`config.mk`:
```
export PLATFORM = sky130hd
export DESIGN_NAME = mem_wb_stage
export DESIGN_NICKNAME = d
export VERILOG_FILES = /design/src/rtl/cpu_pkg.sv /design/src/rtl/load_extend.sv /design/src/rtl/mem_wb_stage.sv
export SDC_FILE = /design/constraint.sdc
export NUM_CORES = 1
export LEC_CHECK = 0
export ABC_AREA = 1
export CAP_MARGIN = 20
export CORE_ASPECT_RATIO = 1.5
export CORE_MARGIN = 10
export CORE_UTILIZATION = 30
export CTS_BUF_LIST = sky130_fd_sc_hd__clkbuf_8
export CTS_CLUSTER_DIAMETER = 100
export DETAILED_ROUTE_END_ITERATION = 10
export GPL_ROUTABILITY_DRIVEN = 0
export HOLD_SLACK_MARGIN = 0.15
export PLACE_DENSITY = 0.59
export SYNTH_ARGS = -nofsm -noshare
export SYNTH_HDL_FRONTEND = slang
export SYNTH_SLANG_ARGS = --single-unit
```
`constraint.sdc`:
```
create_clock -name clk -period 2.1 [get_ports clk]
set_clock_uncertainty 0.1 [all_clocks]
set_input_delay 0.63 -clock clk [delete_from_list [all_inputs] [get_ports clk]]
set_output_delay 0.63 -clock clk [all_outputs]
set_load 0.02 [all_outputs]
```
`src/rtl/cpu_pkg.sv`:
```
// ============================================================================
// Module      : cpu_pkg
// Description : Shared load-size encodings and register constants for the CPU.
// Revision    : 1.0 - initial release
// ============================================================================
`default_nettype none

package cpu_pkg;

  localparam logic [1:0] LS_BYTE    = 2'b00;
  localparam logic [1:0] LS_HALF    = 2'b01;
  localparam logic [1:0] LS_WORD    = 2'b10;
  localparam logic [1:0] LS_ILLEGAL = 2'b11;

  localparam logic [4:0] REG_ZERO   = 5'd0;

endpackage : cpu_pkg

`default_nettype wire

```
`src/rtl/load_extend.sv`:
```
// ============================================================================
// Module      : load_extend
// Description : Little-endian lane select and sign/zero extension of load data.
// Revision    : 1.0 - initial release
// ============================================================================
`default_nettype none

module load_extend
  import cpu_pkg::*;
#(
  parameter int DATA_W = 32
) (
  input  logic [DATA_W-1:0] i_data,
  input  logic [1:0]        i_addr_lo,
  input  logic [1:0]        i_size,
  input  logic              i_unsigned,
  output logic [DATA_W-1:0] o_ext_data,
  output logic              o_misalign
);

  logic [7:0]  w_byte;
  logic [15:0] w_half;

  assign w_byte = i_data[{i_addr_lo, 3'b000} +: 8];
  assign w_half = i_data[{i_addr_lo[1], 4'b0000} +: 16];

  always_comb begin
    o_ext_data = '0;
    o_misalign = 1'b0;
    case (i_size)
      LS_BYTE: begin
        o_ext_data = i_unsigned ? {{(DATA_W-8){1'b0}}, w_byte}
                                : {{(DATA_W-8){w_byte[7]}}, w_byte};
      end
      LS_HALF: begin
        o_misalign = i_addr_lo[0];
        o_ext_data = i_unsigned ? {{(DATA_W-16){1'b0}}, w_half}
                                : {{(DATA_W-16){w_half[15]}}, w_half};
      end
      LS_WORD: begin
        o_misalign = (i_addr_lo != 2'b00);
        o_ext_data = i_data;
      end
      default: o_misalign = 1'b1;
    endcase
    // A faulting load never produces meaningful data; keep the bus quiet.
    if (o_misalign) o_ext_data = '0;
  end

endmodule : load_extend

`default_nettype wire

```
`src/rtl/mem_wb_stage.sv`:
```
// ============================================================================
// Module      : mem_wb_stage
// Description : MEM/WB pipeline register, writeback mux, misalign flag and
//               retired-instruction counter driving the register file port.
// Revision    : 1.0 - initial release
// ============================================================================
`default_nettype none

module mem_wb_stage
  import cpu_pkg::*;
#(
  parameter int DATA_W = 32,
  parameter int REG_AW = 5
) (
  input  logic              clk,
  input  logic              rst,
  input  logic              in_valid,
  output logic              in_ready,
  input  logic [REG_AW-1:0] in_rd,
  input  logic              in_regwrite,
  input  logic              in_memtoreg,
  input  logic [DATA_W-1:0] in_alu_result,
  input  logic [DATA_W-1:0] in_load_data,
  input  logic [1:0]        in_load_size,
  input  logic              in_load_unsigned,
  input  logic              flush,
  input  logic              halt,
  output logic [REG_AW-1:0] RW,
  output logic [DATA_W-1:0] BusW,
  output logic              WrEn,
  output logic              wb_misalign,
  output logic [31:0]       retired_count
);

  logic              w_accept;
  logic [DATA_W-1:0] w_ext_data;
  logic              w_ext_misalign;
  logic              w_fault;
  logic [DATA_W-1:0] w_wb_data;
  logic              r_valid_q;

  load_extend #(
    .DATA_W (DATA_W)
  ) u_load_extend (
    .i_data     (in_load_data),
    .i_addr_lo  (in_alu_result[1:0]),
    .i_size     (in_load_size),
    .i_unsigned (in_load_unsigned),
    .o_ext_data (w_ext_data),
    .o_misalign (w_ext_misalign)
  );

  assign in_ready  = ~halt;
  assign w_accept  = in_valid & ~halt & ~flush;
  // Alignment only matters for loads; ALU results pass straight through.
  assign w_fault   = in_memtoreg & w_ext_misalign;
  assign w_wb_data = in_memtoreg ? w_ext_data : in_alu_result;

  always_ff @(posedge clk or negedge rst) begin
    if (!rst) begin
      r_valid_q     <= 1'b0;
      RW            <= '0;
      BusW          <= '0;
      WrEn          <= 1'b0;
      wb_misalign   <= 1'b0;
      retired_count <= '0;
    end else begin
      r_valid_q   <= w_accept;
      WrEn        <= w_accept & in_regwrite & (in_rd != REG_ZERO) & ~w_fault;
      wb_misalign <= w_accept & w_fault;
      if (w_accept) begin
        RW   <= in_rd;
        BusW <= w_wb_data;
      end
      // Counts the instruction during its writeback cycle, so it lands one edge later.
      if (r_valid_q && !wb_misalign) retired_count <= retired_count + 32'd1;
    end
  end

endmodule : mem_wb_stage

`default_nettype wire

```
==> results of run 1 <==
[cell type report]
type	count	area [sq um]	share of cell area (%)
timing repair buffer	188	1867	27.09
tap	199	249.0	3.613
inverter	79	296.5	4.303
clock inverter	5	78.83	1.144
sequential	72	1802	26.14
clock buffer	11	151.4	2.197
multi-input combinational	537	2447	35.51
[cell usage after synthesis, drive strengths merged, types with 5 or more instances]
master,count,area share (%)
buf,12,1.9
or2,26,3.5
nand3,10,1.6
nand2,312,25
o21ai,12,1.3
a2bb2oi,5,0.94
nand3b,15,2.4
xor2,6,1.1
nor2,70,6.5
clkbuf,12,0.99
inv,79,6.3
xnor2,10,1.9
dfrtp,72,38
a21oi,64,6.8
[logic make-up after synthesis]
family	synth area share [%]
AND/OR/NAND/NOR	39.16
buffers and inverters	9.222
XOR/XNOR	2.994
AO/OA/AOI/OAI	9.864
adder cells (fa/ha/maj)	0.2673
flip-flops	38.49
[per-stage QoR]
stage | cell area (sq um) | hold slack [ps] | util (%) | cells | setup WS [ps]
2_1_floorplan | 4681 | 234.4 | - | 712 | 359.7
3_3_place_gp | 6646 | 361.8 | 43.70 | 1074 | -327.0
3_5_place_dp | 6646 | 370.3 | 43.70 | 1074 | -329.7
4_1_cts | 6829 | 392.0 | 44.90 | 1091 | 0.4744
5_1_grt | 6892 | 421.2 | 45.31 | 1091 | 2.026
6_report | 6892 | 378.4 | 45.31 | 1091 | 63.36
[worst min-delay path, cell delays in order (launching register included)]
cell     delay (ps)
dfrtp_1         340
nand2_1          50
nand2_1          60
[report_power, final]
part / internal, mW / switching, mW / total [mW]
clock: 0.733 / 0.559 / 1.29
sequential: 1.55 / 0.116 / 1.66
combinational: 0.589 / 0.664 / 1.25
[sequential cells by signal, summed over array words and instances (netlist names)]
| signal | cells |
|---|---|
| BusW | 32 |
| RW | 5 |
| WrEn | 1 |
| r_valid_q | 1 |
| retired_count | 32 |
| wb_misalign | 1 |
[layout by cell type (no fill, tap or decap), drive strengths merged]
master,instances
nand2,312
clkdlybuf4s50,81
inv,79
dfrtp,72
nor2,70
a21oi,64
dlygate4sd2,42
buf,39
or2,26
dlymetal6s2s,25
nand3b,15
o21ai,12
clkbuf,11
xnor2,10
nand3,10
xor2,6
a2bb2oi,5
clkinv,3
o211ai,2
a21boi,2
bufinv,2
nor4,1
a22oi,1
ha,1
dlygate4sd3,1
[how the worst min path moves through the flow]
stage | end | slack (ps) | cells after the start
2_1_floorplan | BusW[0] | 230 | 0
3_3_place_gp | RW[3] | 360 | 2
3_5_place_dp | RW[0] | 370 | 2
4_1_cts | RW[0] | 390 | 2
5_1_grt | RW[0] | 420 | 2
6_report | RW[2] | 380 | 2
[metal layers]
layer / GRT usage [%] / vias to the layer above / part of all wire (%)
met5: 0 / - / 0
met1: 16.50 / 2208 / 38
met4: 4.985 / 0 / 2.1
li1: - / 2529 / -
met2: 26.84 / 144 / 51
met3: 5.380 / 20 / 8.4
[timing repair]
action                                 CTS  global route
gates resized for setup                 46            26
setup endpoints to repair               43            26
hold buffers                             1             0
endpoints found under the hold margin   23             0
==> metrics.txt, run 1 <==
Tightest Pin Transition 424.7 ps; Core ar. 15210 sq um; crit path from BusW[9]; Ys Warns 0; largest net degree at the start of global routing 34; critical path's top delay family buffers and inverters; Skew-Pair Late Insertion Delay 350 ps; Initial Util 30.78%; max incr delay on CP 620 ps; overall power 4.208 mW; Final Max Tran Viols 0; Filler Cell Count about 1600; grt ovf 0; Final TNS setup 0 ps; Vias/cell approximately 4.5; total CTS buffers 9; Area Overhead vs Synth 47.23%; Clk pin slew, worst setup/hold paths 80 ps; FFs w/ async S/R, synth 100.0%; normalized max-slew margin 71.66%; # IOs 151; r2r startpoint wb_misalign; DR iter-0 viols 252; DR DRC count 0; via count 4901; cell depth of the worst setup path 1; Worst Path Buf+Inv 1; final setup violation count 0; Max Freq roughly 0.49 GHz; EDFF count, synth 0; synthesized netlist cell count 712; n_diodes 0; # Post-CTS Setup Buffers 0; die area 21100 sq um; number of synthesized register bits 72; Die X 122.0 um; TritonCTS clock tree built; FF-to-FF path depth 8; power per cell area ~610 nW/um^2; initial antenna violation count 0; unrepaired setup endpoints after global routing no; register area share after synthesis around two fifths; Max IR drop VDD about 0.27 mV; CP max stage cell clkdlybuf4s50_1; Synth Flop Type dfrtp_1; CTS root buffer clkbuf_8; type of destination of the critical path output pin; worst hold start RW[2]; hpwl dp approximately 13 mm; CTS H-tree lvls 3; remaining antenna violation count after routing 0; CP arrival 1310 ps; Post-Syn Area per Cell between 6 and 7 sq um; crit path capture BusW[9]; Total Routing Usage GR between 10% and 20%; FF-to-FF End retired_count[19]; min Tclk post-route a little over 2000 ps; largest fanout on the critical path 2; WL final ~16 mm; via count of the first global-routing pass just over 5000; Initial DRT Pass Iterations 4; Crit Path Category reg -> out; fraction of layout cells with a size suffix above 1 a little over a tenth; port buffer count 150; row count 55; worst min path class reg -> reg; worst path cell trace clkdlybuf4s50_1; syn_nets 792; Hold Vio Cnt, Final 0; routed len/inst 14.68 um; status complete, no violations; die height about 170 um; reg2reg setup slack 320 ps; first-pass GRT wire length 25.82 mm; Synth cell types 30; fin nets 967; crit path launch type flop; Final period util between 90% and 100%; CTS Buffer Depth 2; Mapped Area 4681 sq um; clock sink total between 70 and 80; max-cap violations 0; Critical Path RT 1370 ps; leakage power around 3.7 nW
Power figures use the tool's default switching activity.
==> run 2, diff against run 1 <==
--- a/config.mk
+++ b/config.mk
@@ -9,13 +9,13 @@
 export CAP_MARGIN = 20
 export CORE_ASPECT_RATIO = 1.5
 export CORE_MARGIN = 10
-export CORE_UTILIZATION = 30
+export CORE_UTILIZATION = 45
 export CTS_BUF_LIST = sky130_fd_sc_hd__clkbuf_8
 export CTS_CLUSTER_DIAMETER = 100
 export DETAILED_ROUTE_END_ITERATION = 10
 export GPL_ROUTABILITY_DRIVEN = 0
 export HOLD_SLACK_MARGIN = 0.15
-export PLACE_DENSITY = 0.59
+export PLACE_DENSITY = 0.83
 export SYNTH_ARGS = -nofsm -noshare
 export SYNTH_HDL_FRONTEND = slang
 export SYNTH_SLANG_ARGS = --single-unit
==> metrics.txt, run 2 (same netlist as run 1, synthesis figures left out) <==
biggest regs BusW: 32 flops, retired_count: 32 flops, RW: 5 flops; CP max stage cell clkdlybuf4s50_1; DP Worst Slack -334.2 ps; DR iter-0 viols 185; largest fanout on the critical path 2; row count 45; # IOs 151; Critical Path RT 1370 ps; Skew-Pair Late Insertion Delay 350 ps; critical path's top delay family buffers and inverters; die area 14970 sq um; power per cell area ~620 nW/um^2; total CTS buffers 9; unrepaired setup endpoints after global routing no; Filler Cell Count 891; TritonCTS clock tree built; internal power 2.843 mW; Clk pin slew, worst setup/hold paths 80 ps; final setup violation count 0; type of destination of the critical path output pin; port buffer count 150; largest net degree at the start of global routing 41; Final Max Tran Viols 0; min Tclk post-route between 2000 and 2500 ps; Tightest Pin Transition approximately 410 ps; leakage power between 3 and 4 nW; max-cap violations 0; clock sink total 72; clock share of power 29.7%; post-layout util 66.00%; normalized max-slew margin 72.83%; status complete, no violations; Initial Util around 46%; combinational share of power 30.3%; Reg power frac 40.0%; die height 144.9 um; hpwl dp 11.98 mm; crit path launch type flop; CTS H-tree lvls 3; Max IR drop VDD between 0.3 and 0.4 mV; Final period util a little over nine tenths; via count 5000; FF/Latch Area 1802 sq um; Final TNS setup 0 ps; CTS Buffer Depth 2; Switching Power ~1.3 mW; via count of the first global-routing pass 5078; Initial DRT Pass Iterations 5; Area Overhead vs Synth 42.90%; initial antenna violation count 1; worst min path class reg -> reg; commonest non-fill, non-tap cell in the layout nand2_1; switch share roughly a third; max incr delay on CP between 600 and 700 ps; fraction of layout cells with a size suffix above 1 approximately 10%; worst path cell trace clkdlybuf4s50_1; Core ar. between 10000 and 15000 sq um; Vias/cell 4.995; multi-input logic area 2447 sq um; Total Routing Usage GR 20.03%; hold_ws 379.3 ps; routed len/inst 14.85 um; most frequent cells in the layout 311 x nand2_1, 92 x clkdlybuf4s50_1, 75 x inv_1; Crit Path Category reg -> out; first-pass GRT wire length 24.07 mm; overall power 4.169 mW; Max Freq about 0.5 GHz; post-route worst setup slack ~43 ps; Worst Path Buf+Inv 1; remaining antenna violation count after routing 0; Die X ~100 um; grt ovf 0; # Post-CTS Setup Buffers 0; Hold Vio Cnt, Final 0; CTS root buffer clkbuf_8; CP arrival ~1300 ps; DR DRC count 0; WL final ~15 mm; fin nets 958
==> run 2: cell types whose count changed in the layout (fill, tap and decap cells not counted), sizes merged, moves of 4 or more <==
cell	delta
clkdlybuf4s50	+11
buf	-9
dlymetal6s2s	-7
dlygate4sd2	-4
==> run 2: worst reg2reg max path: cells and delay by family (launching register included) <==
kind                   cells  cell delay (ps)
AND/OR/NAND/NOR            8             1100
buffers and inverters      1               70
flip-flops                 1              420
==> run 2: metrics by stage <==
step | cells | cell area [sq um]
after floorplan | 712 | 4681
after global placement | 983 | 6464
after detailed placement | 983 | 6464
after CTS | 1000 | 6641
after global routing | 1001 | 6689
final | 1001 | 6689
==> run 2: repair_timing <==
item	in CTS	in global routing
endpoints found under the setup margin	39	18
hold endpoints to repair	9	0
pin swaps	0	0
cloned	0	0
gates resized for setup	42	18
hold buffers	1	0
==> run 2: worst paths after layout <==
kind                       slack, ps  cells after the start           endpoint        startpoint
min in group asynchronous        570                      2           BusW[26]               rst
setup reg to reg                 310                      9  retired_count[19]  retired_count[4]
hold reg to reg                  380                      2            BusW[7]           BusW[7]
max in group asynchronous        790                      3  retired_count[12]               rst
setup / recovery                  40                      1           BusW[14]          BusW[14]
hold / removal                   380                      2            BusW[7]           BusW[7]
==> run 2: layout make-up <==
cell class | count | area share (%)
diodes | 1 | 0.03741
clock buffers | 10 | 2.058
clock inverters | 6 | 1.235
inverters | 79 | 4.433
multi-input cells | 537 | 36.59
flip-flops and latches | 72 | 26.94
well taps | 117 | 2.189
repair buffers | 179 | 26.52
==> run 2: layer usage <==
metal  up-vias  global-route usage, %  part of all wire [%]
li1       2508                      -                     -
met1      2249                  20.42                    36
met2       203                  34.83                    51
met3        40                  7.072                   9.3
met4         0                  9.358                   3.8
met5         -                      0                     0
==> run 2: power groups by stage <==
stage                     registers [mW]  logic [mW]  clock network [mW]
after floorplan                     1.88       0.431                   0
after global placement              1.69        1.30                   0
after detailed placement            1.69        1.32                   0
after CTS                           1.67        1.29                1.27
after global routing                1.69        1.38                1.33
final                               1.67        1.27                1.24
